## src/rtl/stopwatch_pkg.sv

```systemverilog
// ============================================================================
// Module      : stopwatch_pkg
// Description : Shared state encoding, time width and helpers for the
//               stopwatch elapsed-time source.
// Revision    : 1.0 - initial release
// ============================================================================
`default_nettype none

package stopwatch_pkg;

    localparam int TIME_W = 39;
    localparam logic [TIME_W-1:0] TIME_MAX = {TIME_W{1'b1}};

    typedef enum logic [2:0] {
        ST_IDLE      = 3'd0,
        ST_RUN       = 3'd1,
        ST_RUN_LAP   = 3'd2,
        ST_PAUSE     = 3'd3,
        ST_PAUSE_LAP = 3'd4
    } state_t;

    function automatic logic is_running(input state_t s);
        return (s == ST_RUN) || (s == ST_RUN_LAP);
    endfunction

    function automatic logic is_lap(input state_t s);
        return (s == ST_RUN_LAP) || (s == ST_PAUSE_LAP);
    endfunction

endpackage

`default_nettype wire

```

## src/rtl/stopwatch_timer_button_pulse.sv

```systemverilog
// ============================================================================
// Module      : button_pulse
// Description : Synchronises and debounces one raw push-button and emits a
//               single-cycle pulse per accepted press.
// Revision    : 1.0 - initial release
// ============================================================================
`default_nettype none

module button_pulse #(
    parameter int DEBOUNCE_CYCLES = 1_000_000
) (
    input  logic clk,
    input  logic rst,
    input  logic i_btn,
    output logic o_pulse
);

    localparam int c_cnt_w = (DEBOUNCE_CYCLES > 1) ? $clog2(DEBOUNCE_CYCLES) : 1;
    localparam logic [c_cnt_w-1:0] c_cnt_last = c_cnt_w'(DEBOUNCE_CYCLES - 1);
    localparam logic [c_cnt_w-1:0] c_cnt_one  = c_cnt_w'(1);

    logic               r_meta;
    logic               r_sync;
    logic               r_stable;
    logic [c_cnt_w-1:0] r_cnt;
    logic               r_pulse;

    // Any return to the accepted level restarts the stability count.
    always_ff @(posedge clk) begin
        if (rst) begin
            r_meta   <= 1'b0;
            r_sync   <= 1'b0;
            r_stable <= 1'b0;
            r_cnt    <= '0;
            r_pulse  <= 1'b0;
        end else begin
            r_meta  <= i_btn;
            r_sync  <= r_meta;
            r_pulse <= 1'b0;
            if (r_sync == r_stable) begin
                r_cnt <= '0;
            end else if (r_cnt == c_cnt_last) begin
                r_cnt    <= '0;
                r_stable <= r_sync;
                r_pulse  <= r_sync;
            end else begin
                r_cnt <= r_cnt + c_cnt_one;
            end
        end
    end

    assign o_pulse = r_pulse;

endmodule

`default_nettype wire

```

## src/rtl/stopwatch_timer.sv

```systemverilog
// ============================================================================
// Module      : stopwatch_timer
// Description : Button-controlled elapsed-time counter with lap freeze,
//               saturating 39-bit count and fixed-rate tick prescaler.
// Revision    : 1.0 - initial release
// ============================================================================
`default_nettype none

module stopwatch_timer
    import stopwatch_pkg::*;
#(
    parameter int CLK_HZ          = 100_000_000,
    parameter int TICK_HZ         = 1000,
    parameter int DEBOUNCE_CYCLES = 1_000_000
) (
    input  logic              clk,
    input  logic              reset,
    input  logic              btn_start,
    input  logic              btn_lap,
    input  logic              btn_clear,
    output logic [TIME_W-1:0] time_out,
    output logic              running,
    output logic              lap_active,
    output logic              tick
);

    localparam int c_div   = CLK_HZ / TICK_HZ;
    localparam int c_psc_w = $clog2(c_div);
    localparam logic [c_psc_w-1:0] c_psc_last = c_psc_w'(c_div - 1);
    localparam logic [c_psc_w-1:0] c_psc_one  = c_psc_w'(1);
    localparam logic [TIME_W-1:0]  c_time_one = TIME_W'(1);

    logic [2:0] w_btn_raw;
    logic [2:0] w_btn_pulse;
    logic       w_start;
    logic       w_lap;
    logic       w_clear;

    assign w_btn_raw = {btn_clear, btn_lap, btn_start};
    assign w_start   = w_btn_pulse[0];
    assign w_lap     = w_btn_pulse[1];
    assign w_clear   = w_btn_pulse[2];

    for (genvar gi = 0; gi < 3; gi++) begin : g_btn
        button_pulse #(
            .DEBOUNCE_CYCLES(DEBOUNCE_CYCLES)
        ) u_button_pulse (
            .clk    (clk),
            .rst    (reset),
            .i_btn  (w_btn_raw[gi]),
            .o_pulse(w_btn_pulse[gi])
        );
    end

    state_t              r_state;
    logic [c_psc_w-1:0]  r_psc;
    logic [TIME_W-1:0]   r_count;
    logic [TIME_W-1:0]   r_snap;
    logic [TIME_W-1:0]   r_time_out;
    logic                r_running;
    logic                r_lap_active;
    logic                r_tick;

    state_t              w_state_nxt;
    logic                w_wrap;
    logic                w_to_idle;
    logic                w_lap_enter;
    logic [c_psc_w-1:0]  w_psc_nxt;
    logic [TIME_W-1:0]   w_count_nxt;
    logic [TIME_W-1:0]   w_snap_nxt;

    // Priority clear > start > lap; pulses not valid in a state are dropped.
    always_comb begin
        w_state_nxt = r_state;
        case (r_state)
            ST_IDLE: begin
                if (w_start) w_state_nxt = ST_RUN;
            end
            ST_RUN: begin
                if (w_start)    w_state_nxt = ST_PAUSE;
                else if (w_lap) w_state_nxt = ST_RUN_LAP;
            end
            ST_RUN_LAP: begin
                if (w_start)    w_state_nxt = ST_PAUSE_LAP;
                else if (w_lap) w_state_nxt = ST_RUN;
            end
            ST_PAUSE: begin
                if (w_clear)      w_state_nxt = ST_IDLE;
                else if (w_start) w_state_nxt = ST_RUN;
            end
            ST_PAUSE_LAP: begin
                if (w_clear)      w_state_nxt = ST_IDLE;
                else if (w_start) w_state_nxt = ST_RUN_LAP;
                else if (w_lap)   w_state_nxt = ST_PAUSE;
            end
            default: w_state_nxt = ST_IDLE;
        endcase
    end

    // Counters are already zero while idle, so zeroing on any IDLE-bound edge is a clear.
    always_comb begin
        w_wrap      = is_running(r_state) && (r_psc == c_psc_last);
        w_to_idle   = (w_state_nxt == ST_IDLE);
        w_lap_enter = is_lap(w_state_nxt) && !is_lap(r_state);

        w_psc_nxt = r_psc;
        if (w_to_idle || w_wrap)     w_psc_nxt = '0;
        else if (is_running(r_state)) w_psc_nxt = r_psc + c_psc_one;

        w_count_nxt = r_count;
        if (w_to_idle)                          w_count_nxt = '0;
        else if (w_wrap && r_count != TIME_MAX) w_count_nxt = r_count + c_time_one;

        w_snap_nxt = r_snap;
        if (w_to_idle)        w_snap_nxt = '0;
        else if (w_lap_enter) w_snap_nxt = w_count_nxt;
    end

    always_ff @(posedge clk) begin
        if (reset) begin
            r_state      <= ST_IDLE;
            r_psc        <= '0;
            r_count      <= '0;
            r_snap       <= '0;
            r_time_out   <= '0;
            r_running    <= 1'b0;
            r_lap_active <= 1'b0;
            r_tick       <= 1'b0;
        end else begin
            r_state      <= w_state_nxt;
            r_psc        <= w_psc_nxt;
            r_count      <= w_count_nxt;
            r_snap       <= w_snap_nxt;
            r_time_out   <= is_lap(w_state_nxt) ? w_snap_nxt : w_count_nxt;
            r_running    <= is_running(w_state_nxt);
            r_lap_active <= is_lap(w_state_nxt);
            r_tick       <= w_wrap;
        end
    end

    assign time_out   = r_time_out;
    assign running    = r_running;
    assign lap_active = r_lap_active;
    assign tick       = r_tick;

endmodule

`default_nettype wire

```

## config.mk

```make
export PLATFORM = sky130hd
export DESIGN_NAME = stopwatch_timer
export DESIGN_NICKNAME = d
export VERILOG_FILES = /design/src/rtl/stopwatch_pkg.sv /design/src/rtl/stopwatch_timer_button_pulse.sv /design/src/rtl/stopwatch_timer.sv
export SDC_FILE = /design/constraint.sdc
export NUM_CORES = 1
export LEC_CHECK = 0
export BUFFER_PORTS_ARGS = -buffer_cell sky130_fd_sc_hd__buf_2
export CAP_MARGIN = 20
export CORE_AREA = 2 2 151 153
export CTS_CLUSTER_SIZE = 28
export DETAILED_ROUTE_END_ITERATION = 12
export DIE_AREA = 0 0 153 155
export HOLD_SLACK_MARGIN = 0.06
export SYNTH_ARGS = -nofsm -noshare
export SYNTH_HDL_FRONTEND = slang
export SYNTH_SLANG_ARGS = --single-unit
```

## constraint.sdc

```tcl
create_clock -name clk -period 3.39 [get_ports clk]
set_input_delay 0.5085 -clock clk [delete_from_list [all_inputs] [get_ports clk]]
set_output_delay 0.5085 -clock clk [all_outputs]
set_load 0.005 [all_outputs]
```

## After elaboration in Yosys (flattened, before gate mapping)

Index checks and enable logic that the tools add are counted.

- Add/sub/neg operators: 5
- Equal/unequal tests: 15
- Mux-type cells: 15
- Bitwise gates (word level): 6
- Reductions and logical operators: 21

Operators by type and width:

| kind | count |
|---|---|
| $mux W39 | 5 |
| $add A20 B1 Y20 const B | 3 |
| $eq A20 B20 Y1 const B | 3 |
| $add A39 B1 Y39 const B | 1 |
| $ne A39 B39 Y1 const B | 1 |
| $mux W3 | 9 |
| $reduce_or A3 Y1 | 6 |
| $add A17 B1 Y17 const B | 1 |
| $eq A17 B17 Y1 const B | 1 |
| $pmux W3 S5 | 1 |
| $eq A3 B2 Y1 const B | 3 |
| $eq A3 B1 Y1 const B | 2 |
| $eq A3 B3 Y1 const B | 2 |
| $logic_not A3 Y1 | 2 |
| $not A1 Y1 | 6 |
| $reduce_and A2 Y1 | 3 |
| $logic_or A1 B1 Y1 | 5 |
| $eq A1 B1 Y1 | 3 |
| $logic_and A1 B1 Y1 | 3 |
| $reduce_or A2 Y1 | 1 |
| $logic_not A1 Y1 | 1 |

- Register bits after elaboration: 212
- Input bits: 5
- Output and inout bits: 42
- Logic and storage cells: 85

## Logic depth before layout (Yosys ltp)

Gate-level depths: netlist of run 1.

- Word-level depth: 10
- Mapped depth: 9
- Depth with buffers taken out: 7

## Cells and area by module

From an unflattened synthesis of run 1, not the netlist that was laid out.

- Cells, all modules: 1107
- Area, all modules: 9471.6 µm²

Modules (own cells, without submodules):

| module | instances | cells each | area each (µm²) | sequential area each (µm²) |
|---|---|---|---|---|
| stopwatch_timer | 1 | 741 | 6262.3 | 2802.7 |
| button_pulse | 3 | 122 | 1069.8 | 480.5 |

## Worst setup path after synthesis of run 1

Ideal clock, no wire load.

- Path kind: reg2reg
- From: register r_count[19]
- To: register r_snap[35]
- Setup time: 74 ps
- Arrival time: 2148 ps
- Required time: 3316 ps
- Path slack: 1168 ps
- Stages on the path, launching flop included: 7
- Path buffers: 0
- Period minus slack after synthesis: 2222 ps
- Cells stage by stage: dfxtp_1 > nand4_2 > or4_1 > or4_1 > a21o_1 > or3_4 > a31oi_1

- Word-level cells in the longest chain between the ends: 6
- Elaborated cells between the ends (all ways): 7
- Classes of those cells: add/sub (1); eq/ne (1); mux (4); reduce/logical (1)

Ends and longest elaborated chain:

| item | RTL line | RTL |
|---|---|---|
| start, declared | stopwatch_timer.sv:57 | `logic [TIME_W-1:0] r_count;` |
| start signal, assigned | stopwatch_timer.sv:132 | `r_count <= w_count_nxt;` |
| branches (longest 2 deep; another with $add A39 B1 Y39) | - |  |
| $mux W39 (*) | stopwatch_timer.sv:112 | `else if (w_wrap && r_count != TIME_MAX) w_count_nxt = r_count + c_time_one;` |
| $mux W39 (*) | stopwatch_timer.sv:111 | `if (w_to_idle) w_count_nxt = '0;` |
| $mux W39 (*) | stopwatch_timer.sv:116 | `else if (w_lap_enter) w_snap_nxt = w_count_nxt;` |
| $mux W39 (*) | stopwatch_timer.sv:115 | `if (w_to_idle) w_snap_nxt = '0;` |
| end signal, assigned | stopwatch_timer.sv:133 | `r_snap <= w_snap_nxt;` |
| end, declared | stopwatch_timer.sv:58 | `logic [TIME_W-1:0] r_snap;` |

Mark *: on every way between the ends.
A chain may end at the register's enable or synchronous reset.

## Final worst setup path of run 1

- From: register r_state[0]
- To: register r_time_out[21], in the netlist time_out[21]

- Word-level cells in the longest chain between the ends: 10
- Elaborated cells between the ends (all ways): 30
- Classes of those cells: eq/ne (6); mux (15); reduce/logical (9)

Ends and longest elaborated chain:

| item | RTL line | RTL |
|---|---|---|
| start, declared | stopwatch_timer.sv:55 | `state_t r_state;` |
| start signal, assigned | stopwatch_timer.sv:130 | `r_state <= w_state_nxt;` |
| $mux W3 | stopwatch_timer.sv:94 | `else if (w_lap) w_state_nxt = ST_PAUSE;` |
| $mux W3 | stopwatch_timer.sv:93 | `else if (w_start) w_state_nxt = ST_RUN_LAP;` |
| $mux W3 | stopwatch_timer.sv:92 | `if (w_clear) w_state_nxt = ST_IDLE;` |
| $pmux W3 S5 | stopwatch_timer.sv:75 | `case (r_state)` |
| $eq A3 B2 Y1 or $eq A3 B3 Y1 (tied branches) | stopwatch_pkg.sv:27 | `return (s == ST_RUN_LAP) \|\| (s == ST_PAUSE_LAP);` |
| $logic_or A1 B1 Y1 | stopwatch_pkg.sv:27 |  |
| $logic_and A1 B1 Y1 | stopwatch_timer.sv:104 | `w_lap_enter = is_lap(w_state_nxt) && !is_lap(r_state);` |
| $mux W39 | stopwatch_timer.sv:116 |  |
| $mux W39 | stopwatch_timer.sv:115 |  |
| $mux W39 (*) | stopwatch_timer.sv:134 | `r_time_out <= is_lap(w_state_nxt) ? w_snap_nxt : w_count_nxt;` |
| end signal, assigned | stopwatch_timer.sv:134 |  |
| end, declared | stopwatch_timer.sv:59 | `logic [TIME_W-1:0] r_time_out;` |

Mark *: on every way between the ends. The rest lies on a longest branch, timed or not.

==> Implementation_results.wiki, run 1 <==
{| class="wikitable"
! Metric !! Value
|-
| Run status || complete, no violations
|-
| Combinational Power Share || 0.4%
|-
| Hold buffer count at cts || 0
|-
| Slew @ Worst Pin || 0.687 ns
|-
| Worst reg2reg path endpoint || time_out[21]
|-
| Leading cell types by count after synthesis || 212 x sky130_fd_sc_hd__dfxtp_1, 149 x sky130_fd_sc_hd__nor2_1, 77 x sky130_fd_sc_hd__o21ai_0, 64 x sky130_fd_sc_hd__a21oi_1, 61 x sky130_fd_sc_hd__xor2_1
|-
| Die area || between 20000 and 25000 µm²
|-
| Slew margin rel. || 54.2%
|-
| Setup clock skew after layout || 0.00854 ns
|-
| Global Route Usage Sum || between 15 and 20%
|-
| Crit path time final || 2.56 ns
|-
| Met1 capacity usage during global routing || about 21%
|-
| Die H || 155 µm
|-
| Net load switching power || 0.997 mW
|-
| Post-CTS clock slew at the launch and capture registers of the worst setup and hold paths || 0.06 ns
|-
| Vias per cell || 5.10
|-
| Routed wire length || 17800 µm
|-
| Antenna violation net count after detailed routing || 0
|-
| Routed wire length per instance || ~14 µm
|-
| Number of cell instances on the worst register-to-register path || 6
|-
| Worst setup path startpoint || r_state[0]
|-
| Worst setup path endpoint || time_out[21]
|-
| Final weighted congestion of routability-driven global placement || 0.815
|-
| Total global routing overflow || 0
|-
| Number of warnings printed during yosys synthesis || 0
|-
| Synth top area cells || sky130_fd_sc_hd__dfxtp_1 49%, sky130_fd_sc_hd__nor2_1 6.5%, sky130_fd_sc_hd__xor2_1 6.2%, sky130_fd_sc_hd__o21ai_0 4.5%, sky130_fd_sc_hd__xnor2_1 3.7%
|-
| Share of the clock period used by the worst path after layout || 75.5%
|-
| Net count after synthesis || 991
|-
| Floorplan Core Area || 22200 µm²
|-
| Synthesized area per cell || 8.82 µm²
|-
| Post-CTS Resized || 0
|-
| Die boundary width || 153 µm
|-
| Count of mapped cells out of synthesis || 981
|-
| Total of max-cap violations || 0
|-
| Clock latency at the later pin of the worst-skew pair || 0.51 ns
|-
| Smallest hold slack || between 0.2 and 0.25 ns
|-
| P_leak || around 3.4 nW
|-
| Switching share of power || 20.3%
|-
| Met3 layer usage reported by global route || 2.56%
|-
| Ports || 47
|-
| Asr flop ratio synth || 0%
|-
| Detailed-route via count || 6707
|-
| Area leader, netlist || sky130_fd_sc_hd__dfxtp_1
|-
| CTS tree || done
|-
| Number of global-route vias before repair || 6274
|-
| Diodes inserted || 0
|-
| Number of post-CTS setup repair buffers || 0
|-
| Synth top area share || 49.1%
|-
| DRC violations left || 0
|-
| Routing usage on met2 || around a quarter
|-
| Maximum ir drop on the vdd rail || 0.000306 V
|-
| Power per unit of standard cell area || 496 nW/µm²
|-
| Root Buffer Master || sky130_fd_sc_hd__clkbuf_16
|-
| First-pass GRT wire length || 30700 µm
|-
| RSZ-0062 raised after global routing || no
|-
| Critical setup path kind || reg -> reg
|-
| Power share of the clock group || 48.7%
|-
| Ratio of cells with drive above 1 in the final layout || between 10% and 20%
|-
| Design internal power || between 3 and 4 mW
|-
| Starting density of the core || between 30% and 40%
|-
| Total power of the final layout || ~5 mW
|-
| Maximum net fanout on the critical path || 12
|-
| Final setup fails || 0
|-
| Number of flops mapped to enable cells by yosys || 0
|-
| Synthesized area || 8650 µm²
|-
| FP Rows || between 50 and 60
|-
| Final count of hold timing violations || 0
|-
| Total of flip-flops plus latches after synthesis || 212
|-
| Number of clock sinks || 212
|-
| CTS buffer count || 23
|-
| Pin count of the biggest net entering global routing || 45
|-
| Number of distinct standard cells referenced by the synthesized netlist || 54
|-
| Proportion of synthesized chip area in sequential cells || 49.1%
|-
| Dominant synthesized flop cell || sky130_fd_sc_hd__dfxtp_1
|-
| Util after Layout || 44.5%
|-
| Cell with the most instances after synthesis || sky130_fd_sc_hd__dfxtp_1
|-
| Detailed Route Iter0 Violations || 262
|-
| Arrival time worst endpoint || 2.98 ns
|-
| Final count of pins violating max slew || 0
|-
| Antenna violations before repair || 0
|-
| Worst Setup End Kind || flip-flop
|-
| Launching element type of the critical path || flip-flop
|-
| Flop2flop setup slack || 0.83 ns
|-
| HPWL after detailed placement || about 12000 µm
|-
| Number of H-tree levels || 1
|-
| Seq pwr share || 50.9%
|-
| Required time worst endpoint || 3.81 ns
|-
| Final nets || ~1000
|-
| Tightest Hold Check Type || in -> reg
|-
| Sum Neg Setup Slack || 0 ns
|-
| Layer with the highest usage || met2
|-
| Critical register-to-register path startpoint || r_state[0]
|-
| Fmax || 0.390 GHz
|-
| Max Buffers Root-to-Sink || 3
|-
| DR pass1 iterations || 6
|-
| Area growth from synthesis to layout || 14.3%
|-
| PortBufs || 46
|}
-- power groups by stage --
stage          Combinational, mW  Clock [mW]  Sequential [mW]
2_1_floorplan             0.0129           0             2.55
3_3_place_gp              0.0179           0             2.55
3_5_place_dp              0.0178           0             2.55
4_1_cts                   0.0179        2.46             2.50
5_1_grt                   0.0203        2.54             2.50
6_report                  0.0174        2.39             2.50
-- kinds of logic (layout without fill, tap and decap cells) --
| kind of cell | Yosys count | count (layout) | synth area share [%] |
|---|---|---|---|
| AOI/OAI and AO/OA | 205 | 205 | 13.8 |
| xor gates and xnor gates | 99 | 99 | 10.1 |
| adders and majority gates | 5 | 5 | 0.723 |
| buffers and inverters | 66 | 115 | 2.94 |
| DFF | 212 | 212 | 49.1 |
| muxes | 5 | 5 | 0.578 |
| and+or+nand+nor | 389 | 389 | 22.8 |
-- registers in the layout (all words and copies together), names as in the netlist --
name	flops
running	1
r_count	39
time_out	39
lap_active	1
tick	1
g_btn.u_button_pulse.r_meta	3
r_state	3
g_btn.u_button_pulse.r_sync	3
r_psc	17
r_snap	39
g_btn.u_button_pulse.r_cnt	60
g_btn.u_button_pulse.r_stable	3
g_btn.u_button_pulse.o_pulse	3
-- per-layer routing --
layer	wire (µm)	up-vias
met5	0	-
met4	352	0
met3	640	26
met2	7770	95
met1	9080	3076
li1	-	3510
-- per-stage QoR --
step	area, µm²	cells	worst slack, ns
global placement	9160	1274	0.868
detailed placement	9160	1274	0.845
finish	9890	1315	0.829
global route	9890	1315	0.541
CTS	9880	1314	0.827
floorplan	8650	981	1.17
-- cell usage in the layout, fill, tap and decap left out, drive strengths merged, types with 2 or more instances in the layout --
cell type and n:
a211oi 10, a21o 2, a21oi 64, a311oi 4
a31oi 18, a41oi 3, and2 7, and3 30
and4 8, and4b 3, buf 56, clkbuf 31
clkinv 7, dfxtp 212, ha 5, inv 20
mux2i 5, nand2 45, nand3 54, nand3b 2
nand4 21, nand4b 2, nor2 150, nor2b 10
nor3 12, nor3b 3, nor4 10, nor4b 4
o211ai 13, o21ai 78, o31ai 6, or3 14
or4 9, or4b 2, xnor2 37, xor2 62
-- worst min path at each step --
stage                                   startpoint                             end  cells after the start
detailed placement  g_btn[0].u_button_pulse.r_meta  g_btn[0].u_button_pulse.r_sync                      1
global route                             btn_start  g_btn[0].u_button_pulse.r_meta                      2
global placement    g_btn[1].u_button_pulse.r_meta  g_btn[1].u_button_pulse.r_sync                      1
floorplan           g_btn[0].u_button_pulse.r_meta  g_btn[0].u_button_pulse.r_sync                      1
finish                                   btn_start  g_btn[0].u_button_pulse.r_meta                      2
CTS                                      btn_start  g_btn[0].u_button_pulse.r_meta                      2
-- cell type report --
cell class              count  area (µm²)
clock buffers              31         646
clock inverters             9        73.8
fillers                  2203       12300
inverters                  19        71.3
multi-input cells         703        4170
flip-flops and latches    212        4240
well taps                 285         357
repair buffers             56         330
-- worst max-delay path, stage by stage (launching register included) --
cell                       delay [ns]
sky130_fd_sc_hd__dfxtp_1         0.56
sky130_fd_sc_hd__xor2_2          0.32
sky130_fd_sc_hd__nand4b_2        0.30
sky130_fd_sc_hd__nor2_4          0.26
sky130_fd_sc_hd__o311ai_2        0.22
sky130_fd_sc_hd__or4_1           0.56
sky130_fd_sc_hd__a311oi_1        0.26
Power figures use the tool's default switching activity.
==> run 2, diff against run 1 <==
Settings changed: ABC_AREA set to 1, CORE_AREA 2 2 151 153 to 2 2 161 163, DIE_AREA 0 0 153 155 to 0 0 163 165.
Clock period 3.39 ns to 2.45 ns, I/O delays scaled along.
==> run 2 against run 1 <==
Die area is 13% higher. Clock skew is 0.0013 ns lower. Largest power group is now the clock network. Sequential power is 38% higher. Worst hold slack better by 0.19 ns. First-iteration DRC count is 71% higher. Largest cell class is now multi-input combinational cells. Clock power is 51% higher. Critical path depth is 6 higher.
==> Implementation_results.wiki, run 2 <==
{| class="wikitable"
! Metric !! Value
|-
| FP Rows || 58 (+5.5%)
|-
| Max reg flops || 60 (unchanged)
|-
| Ratio of cells with drive above 1 in the final layout || 12.5% (+1.8 points)
|-
| Die H || 165 µm (+6.5%)
|-
| Switching share of power || 20.4% (+0.077 points)
|-
| Dominant synthesized flop cell || sky130_fd_sc_hd__dfxtp_1
|-
| Number of cell instances on the worst register-to-register path || 12 (+6)
|-
| Count of mapped cells out of synthesis || 1430 (+46%)
|-
| Antenna violation net count after detailed routing || 0 (unchanged)
|-
| P_leak || 4.41 nW (+31%)
|-
| Worst min-delay path startpoint || g_btn[2].u_button_pulse.r_meta
|-
| Synth top area share || 42.6% (-6.5 points)
|-
| PortBufs || 46 (unchanged)
|-
| Final nets || 1507 (+47%)
|-
| Power share of the clock group || 50.6% (+1.9 points)
|-
| Pin count of the biggest net entering global routing || 76 (+69%)
|-
| Asr flop ratio synth || 0% (unchanged)
|-
| Maximum net fanout on the critical path || 22 (+10)
|-
| Starting density of the core || 39.8% (+0.90 points)
|-
| Cell count of the worst hold path || 2 (unchanged)
|-
| Number of H-tree levels || 1 (unchanged)
|-
| Seq pwr share || 48.6% (-2.3 points)
|-
| Arrival time worst endpoint || 2.64 ns (-0.34 ns)
|-
| Synthesized-area fraction occupied by ao, oa, aoi and oai cells || 7.50% (-6.3 points)
|-
| Routed wire length per instance || 12.6 µm (-6.9%)
|-
| Final count of hold timing violations || 0 (unchanged)
|-
| Total global routing overflow || 0 (unchanged)
|-
| Global Route Usage Sum || 17.7% (+2.6 points)
|-
| Total of flip-flops plus latches after synthesis || 212 (unchanged)
|-
| Ports || 47 (unchanged)
|-
| Number of global-route vias before repair || 8230 (+31%)
|-
| Post-CTS clock slew at the launch and capture registers of the worst setup and hold paths || 0.06 ns (about the same)
|-
| Net count after synthesis || 1440 (+45%)
|-
| Floorplan Core Area || 25000 µm² (+13%)
|-
| Slew @ Worst Pin || 0.650 ns (-0.0367 ns)
|-
| Leading cell type in the layout, fill and taps excluded || sky130_fd_sc_hd__nand2_1
|-
| Die area || 26900 µm² (+13%)
|-
| Critical setup path kind || reg -> reg
|-
| DR pass1 iterations || 5 (-1)
|-
| Number of distinct standard cells referenced by the synthesized netlist || 47 (-13%)
|-
| Final setup fails || 0 (unchanged)
|-
| Final weighted congestion of routability-driven global placement || 0.905 (+11%)
|-
| Synthesized area per cell || 6.97 µm² (-21%)
|-
| Cell with the most instances after synthesis || sky130_fd_sc_hd__nand2_1
|-
| Number of warnings printed during yosys synthesis || 0 (unchanged)
|-
| DRC violations left || 0 (unchanged)
|-
| Instance area at placement || 10600 µm² (+16%)
|-
| Adder and majority gate portion of the synthesized area || 0.627% (-0.096 points)
|-
| Die boundary width || 163 µm (+6.5%)
|-
| Synth Area in Simple Gates || 36.1% (+13 points)
|-
| XOR/XNOR Fraction of Synth Area || 5.36% (-4.8 points)
|-
| Util after Layout || 45.9% (+1.4 points)
|-
| Flop2flop setup slack || 0.23 ns (-0.60 ns)
|-
| CTS buffer count || 24 (+4.3%)
|-
| Antenna violations before repair || 0 (unchanged)
|-
| Commonest cells after routing, fill and taps aside || 355 x sky130_fd_sc_hd__nand2_1, 290 x sky130_fd_sc_hd__nor2_1, 212 x sky130_fd_sc_hd__dfxtp_1
|-
| Synth top area cells || sky130_fd_sc_hd__dfxtp_1 43%, sky130_fd_sc_hd__nand2_1 13%, sky130_fd_sc_hd__nor2_1 11%, sky130_fd_sc_hd__a21oi_1 4.9%, sky130_fd_sc_hd__inv_1 4.6%
|-
| Vias per cell || 4.75 (-7.0%)
|-
| Maximum ir drop on the vdd rail || 0.000574 V (+88%)
|-
| Combinational family with the most area after synthesis || simple AND/OR/NAND/NOR gates
|-
| Crit path time final || 2.22 ns (-0.340 ns)
|-
| Number of flops mapped to enable cells by yosys || 0 (unchanged)
|-
| RSZ-0062 raised after global routing || no
|-
| Critical register-to-register path startpoint || r_count[1]
|-
| Final count of pins violating max slew || 0 (unchanged)
|-
| Required time worst endpoint || 2.87 ns (-0.94 ns)
|-
| Synthesized area || 9970 µm² (+15%)
|-
| Clock latency at the later pin of the worst-skew pair || 0.52 ns (about the same)
|-
| Slew margin rel. || 56.6% (+2.4 points)
|-
| HPWL after detailed placement || 16300 µm (+35%)
|-
| Total power of the final layout || 7.11 mW (+45%)
|-
| First-pass GRT wire length || 39300 µm (+28%)
|-
| Combinational Power Share || 0.8% (+0.4 points)
|-
| Design internal power || 5.66 mW (+45%)
|-
| Net load switching power || 1.45 mW (+46%)
|-
| Detailed Route Iter0 Violations || 448 (+71%)
|-
| Share of the clock period used by the worst path after layout || 90.6% (+15 points)
|-
| Diodes inserted || 0 (unchanged)
|-
| Launching element type of the critical path || flip-flop
|-
| Worst reg2reg path endpoint || time_out[4]
|-
| Leading cell types by count after synthesis || 355 x sky130_fd_sc_hd__nand2_1, 290 x sky130_fd_sc_hd__nor2_1, 212 x sky130_fd_sc_hd__dfxtp_1, 123 x sky130_fd_sc_hd__inv_1, 98 x sky130_fd_sc_hd__a21oi_1
|-
| Power per unit of standard cell area || 619 nW/µm² (+25%)
|-
| Area of all placed cells without fillers || 11500 µm² (+16%)
|-
| Number of clock sinks || 212 (unchanged)
|-
| Tightest Hold Check Type || reg -> reg
|-
| Share of cell area taken by muxes after synthesis || 0% (-0.58 points)
|-
| Worst Setup End Kind || flip-flop
|-
| Total of max-cap violations || 0 (unchanged)
|-
| Hold Path Sink || g_btn[2].u_button_pulse.r_sync
|-
| Fmax || 0.450 GHz (+15%)
|-
| Routed wire length || 23300 µm (+31%)
|-
| Max Buffers Root-to-Sink || 3 (unchanged)
|-
| Area growth from synthesis to layout || 15.2%
|-
| Detailed-route via count || 8750 (+30%)
|-
| Area leader, netlist || sky130_fd_sc_hd__dfxtp_1
|-
| Root Buffer Master || sky130_fd_sc_hd__clkbuf_16
|-
| Run status || complete, no violations
|-
| CTS tree || done
|-
| Most flops, register || g_btn.u_button_pulse.r_cnt
|-
| Setup clock skew after layout || 0.00720 ns (-0.00134 ns)
|-
| Proportion of synthesized chip area in sequential cells || 42.6% (-6.5 points)
|}
## run 2: changes by cell type in the layout (fill, tap and decap cells not counted), moves of 24 or more
cell,delta
sky130_fd_sc_hd__and3_1,-26
sky130_fd_sc_hd__a21oi_1,+34
sky130_fd_sc_hd__inv_1,+104
sky130_fd_sc_hd__nand2_1,+310
sky130_fd_sc_hd__buf_4,+24
sky130_fd_sc_hd__nor2_1,+141
sky130_fd_sc_hd__o21ai_0,-70
## run 2: worst max-delay path, stage by stage (launching register included)
cell and delay [ns]:
sky130_fd_sc_hd__dfxtp_1 0.37, sky130_fd_sc_hd__ha_1 0.20, sky130_fd_sc_hd__nand3_2 0.14, sky130_fd_sc_hd__inv_2 0.14, sky130_fd_sc_hd__nand2_4 0.09, sky130_fd_sc_hd__nor2_8 0.18
sky130_fd_sc_hd__nand3_4 0.13, sky130_fd_sc_hd__nand2_4 0.27, sky130_fd_sc_hd__nand2_1 0.08, sky130_fd_sc_hd__nand2_1 0.10, sky130_fd_sc_hd__nand3_1 0.09, sky130_fd_sc_hd__nand2_1 0.07
sky130_fd_sc_hd__a21boi_0 0.25
## run 2: metrics by stage
stage / worst slack, ns / hold slack [ns] / TNS (ns) / instances
2_1_floorplan: 0.509 / 0.388 / 0 / 1430
3_3_place_gp: 0.00213 / 0.392 / 0 / 1795
3_5_place_dp: -0.0639 / 0.397 / -0.475 / 1795
4_1_cts: 0.0633 / 0.405 / 0 / 1842
5_1_grt: 0.0204 / 0.437 / 0 / 1844
6_report: 0.229 / 0.404 / 0 / 1844
## run 2: worst max-delay path by stage
stage	endpoint	from	slack (ns)
floorplan	time_out[9]	r_count[0]	0.51
global placement	time_out[19]	r_state[1]	0.002
detailed placement	time_out[0]	r_state[1]	-0.06
CTS	time_out[4]	r_count[1]	0.06
global route	time_out[7]	r_state[0]	0.02
finish	time_out[4]	r_count[1]	0.23
## run 2: cells by family after synthesis
group | Yosys count
buffers and inverters | 182
adders and majority gates | 5
and+or+nand+nor | 837
AOI/OAI and AO/OA | 133
DFF | 212
xor gates and xnor gates | 61
## run 2: final cells by class
class	count	area (µm²)
Clock buffer	35	702
Clock inverter	8	101
Fill cell	2610	13500
Inverter	138	520
Multi-Input combinational cell	1037	4960
Sequential cell	212	4240
Tap cell	330	413
Timing Repair Buffer	84	552
## run 2: timing repair
item | CTS | global route
pin swaps | 1 | 1
endpoints found under the hold margin | 3 | 0
resized for setup | 0 | 4
buffers inserted | 0 | 2
endpoints found under the setup margin | 9 | 37
cloned | 1 | 0
hold buffers | 3 | 0
## run 2: power groups by stage
stage | clock [mW] | combinational (mW) | sequential, mW
2_1_floorplan | 0 | 0.0319 | 3.53
5_1_grt | 3.84 | 0.0619 | 3.46
3_3_place_gp | 0 | 0.0500 | 3.53
4_1_cts | 3.71 | 0.0555 | 3.46
6_report | 3.60 | 0.0546 | 3.46
3_5_place_dp | 0 | 0.0507 | 3.53
## run 2: metal layers
layer	up-vias	wire length [µm]	part of all wire (%)	global-route usage, %
met2	127	10400	45	29.3
met4	0	632	2.7	5.51
met1	3932	11200	48	23.7
met3	40	1040	4.5	3.06
li1	4651	-	-	-
met5	-	0	0	0
==> run 3, diff against run 2 <==
Settings changed: MAX_ROUTING_LAYER set to met4.
==> run 3 against run 2 <==
Flip-flop and latch count unchanged. Worst hold slack worse by 0.33 ns. Clock power down 4%. Critical endpoint unchanged. Highest routed layer unchanged.
==> Implementation_results.wiki, run 3 (synthesized netlist as in run 2, its figures left out) <==
{| class="wikitable"
! Metric !! Value
|-
| Most frequent CP cell || sky130_fd_sc_hd__nand2_1
|-
| Global Route Usage Sum || 18.5% (+0.76 points)
|-
| Run status || complete, no violations
|-
| Final weighted congestion of routability-driven global placement || 0.924 (+2.0%)
|-
| Detailed-route via count || 8664 (-0.98%)
|-
| Pre-CTS setup slack || -0.0619 ns (+0.00205 ns)
|-
| Starting density of the core || 39.8% (unchanged)
|-
| Number of global-route vias before repair || 8438 (+2.5%)
|-
| First-pass GRT wire length || 39900 µm (+1.4%)
|-
| Die boundary width || 163 µm (unchanged)
|-
| Fmax || 0.459 GHz (+2.0%)
|-
| HPWL after detailed placement || 16600 µm (+1.4%)
|-
| Final count of hold timing violations || 0 (unchanged)
|-
| Cell Count Post-Placement || 1797 (+0.11%)
|-
| Number of clock sinks || 212 (unchanged)
|-
| Leading cell type in the layout, fill and taps excluded || sky130_fd_sc_hd__nand2_1
|-
| Met3 layer usage reported by global route || 3.26% (+0.20 points)
|-
| Launching element type of the critical path || flip-flop
|-
| Maximum net fanout on the critical path || 22 (unchanged)
|-
| Critical path's slowest cell || sky130_fd_sc_hd__dfxtp_1
|-
| Required time worst endpoint || 2.87 ns (about the same)
|-
| Number of H-tree levels || 1 (unchanged)
|-
| Die area || 26900 µm² (unchanged)
|-
| Max reg flops || 60 (unchanged)
|-
| Tightest Hold Check Type || in -> reg
|-
| DR pass1 iterations || 5 (unchanged)
|-
| Final std cells w/o fill || 1841 (-0.16%)
|-
| Floorplan Core Area || 25000 µm² (unchanged)
|-
| Sum Neg Setup Slack || 0 ns (unchanged)
|-
| Slew margin rel. || 58.1% (+1.5 points)
|-
| Ports || 47 (unchanged)
|-
| Total global routing overflow || 0 (unchanged)
|-
| Vias per cell || 4.71 (-0.82%)
|-
| CTS buffer count || 24 (unchanged)
|-
| Worst Setup End Kind || flip-flop
|-
| RSZ-0062 raised after global routing || no
|-
| Cells traversed along the worst timing path || ha_1 -> nand3_2 -> inv_2 -> nand2_4 -> nor2_8 -> nand3_4 -> nand2_4 -> nand2_1 -> nand2_1 -> nand3_1 -> nand2_1 -> a21boi_0
|-
| P_leak || 4.40 nW (-0.13%)
|-
| Antenna violation net count after detailed routing || 0 (unchanged)
|-
| Smallest hold slack || 0.0785 ns (-0.325 ns)
|-
| Root Buffer Master || sky130_fd_sc_hd__clkbuf_16
|-
| Maximum ir drop on the vdd rail || 0.000481 V (-16%)
|-
| Critical setup path kind || reg -> reg
|-
| Share of the clock period used by the worst path after layout || 88.9% (-1.8 points)
|-
| Routed wire length || 23400 µm (+0.62%)
|-
| Routing usage on met2 || 30.7% (+1.4 points)
|-
| Clock latency at the later pin of the worst-skew pair || 0.52 ns (about the same)
|-
| CTS tree || done
|-
| Number of filler cells placed in the layout || 2575 (-1.3%)
|-
| Arrival time worst endpoint || 2.59 ns (-0.05 ns)
|-
| Final nets || 1508 (+0.066%)
|-
| Post-CTS clock slew at the launch and capture registers of the worst setup and hold paths || 0.06 ns (about the same)
|-
| Slew @ Worst Pin || 0.628 ns (-0.0216 ns)
|-
| Detailed Route Iter0 Violations || 459 (+2.5%)
|-
| Crit path time final || 2.18 ns (-0.0432 ns)
|-
| Max incr delay on CP || 0.36 ns (about the same)
|-
| Most flops, register || g_btn.u_button_pulse.r_cnt
|-
| Setup clock skew after layout || 0.0120 ns (+0.00479 ns)
|-
| Power per unit of standard cell area || 608 nW/µm² (-1.8%)
|-
| Area growth from synthesis to layout || 15.0%
|-
| Final count of pins violating max slew || 0 (unchanged)
|-
| Final setup fails || 0 (unchanged)
|-
| DRC violations left || 0 (unchanged)
|-
| Max Buffers Root-to-Sink || 3 (unchanged)
|-
| Diodes inserted || 0 (unchanged)
|-
| Routed wire length per instance || 12.7 µm (+0.79%)
|-
| Met1 capacity usage during global routing || 23.3% (-0.43 points)
|-
| Commonest cells after routing, fill and taps aside || 355 x sky130_fd_sc_hd__nand2_1, 290 x sky130_fd_sc_hd__nor2_1, 212 x sky130_fd_sc_hd__dfxtp_1
|-
| Ratio of cells with drive above 1 in the final layout || 12.6% (+0.091 points)
|-
| PortBufs || 46 (unchanged)
|-
| Total of max-cap violations || 0 (unchanged)
|-
| FP Rows || 58 (unchanged)
|-
| Final Worst Setup Slack || 0.273 ns (+0.0432 ns)
|-
| Die H || 165 µm (unchanged)
|-
| Layer with the highest usage || met2
|-
| Antenna violations before repair || 0 (unchanged)
|-
| Pin count of the biggest net entering global routing || 76 (unchanged)
|}
==> run 3: cell types whose count changed in the layout (fill, tap and decap cells not counted), sizes merged <==
cell / delta
bufinv: -2
buf: +2
dlygate4sd3: -1
clkinv: -3
clkbuf: +1
==> run 3: layout make-up <==
cell class	instances	area, µm²	share of cell area (%)
Multi-Input combinational cell	1037	4960	43.2
Sequential cell	212	4240	37.0
Clock buffer	36	757	6.60
Timing Repair Buffer	85	566	4.93
Inverter	138	518	4.52
Tap cell	330	413	3.60
Clock inverter	3	15.0	0.131
==> run 3: what timing repair did <==
| action | 4_1_cts | 5_1_grt |
|---|---|---|
| buffers inserted | 0 | 2 |
| cloned | 1 | 0 |
| hold buffers | 2 | 0 |
| pin swaps | 1 | 1 |
| setup endpoints to repair | 17 | 40 |
| endpoints found under the hold margin | 2 | 0 |
| resized for setup | 0 | 1 |
==> run 3: power breakdown <==
part           total, mW  switching (mW)  internal [mW]
Sequential          3.46         0.00318           3.45
Combinational     0.0527          0.0392         0.0135
Clock               3.46            1.36           2.10
==> run 3: path summary, 6_finish.rpt <==
check | start | endpoint | slack [ns] | cells past startpoint
max | r_count[1] | time_out[4] | 0.27 | 12
min | btn_lap | g_btn[1].u_button_pulse.r_meta | 0.08 | 3
min reg2reg | g_btn[2].u_button_pulse.r_meta | g_btn[2].u_button_pulse.r_sync | 0.40 | 2
max reg2reg | r_count[1] | time_out[4] | 0.27 | 12
==> run 3: routing by layer <==
metal / vias to the layer above / part of all wire, % / wire (µm)
li1: 4648 / - / -
met1: 3882 / 48 / 11300
met2: 97 / 45 / 10600
met3: 37 / 4.0 / 935
met4: 0 / 2.2 / 527
met5: - / 0 / 0
==> run 3: worst max-delay path, delay by kind of cell, from the launching register on <==
kind	cells	cell delay, ns
adders and majority gates	1	0.20
and+or+nand+nor	9	1.13
buffers and inverters	1	0.14
DFF	1	0.36
AOI/OAI and AO/OA	1	0.23
==> run 3: per-stage QoR <==
stage	utilization [%]	area, µm²	power (mW)
floorplan	-	9970	3.56
global placement	42.5	10700	3.58
detailed placement	42.5	10700	3.58
CTS	45.7	11500	7.08
global route	45.8	11500	7.24
finish	45.8	11500	6.97
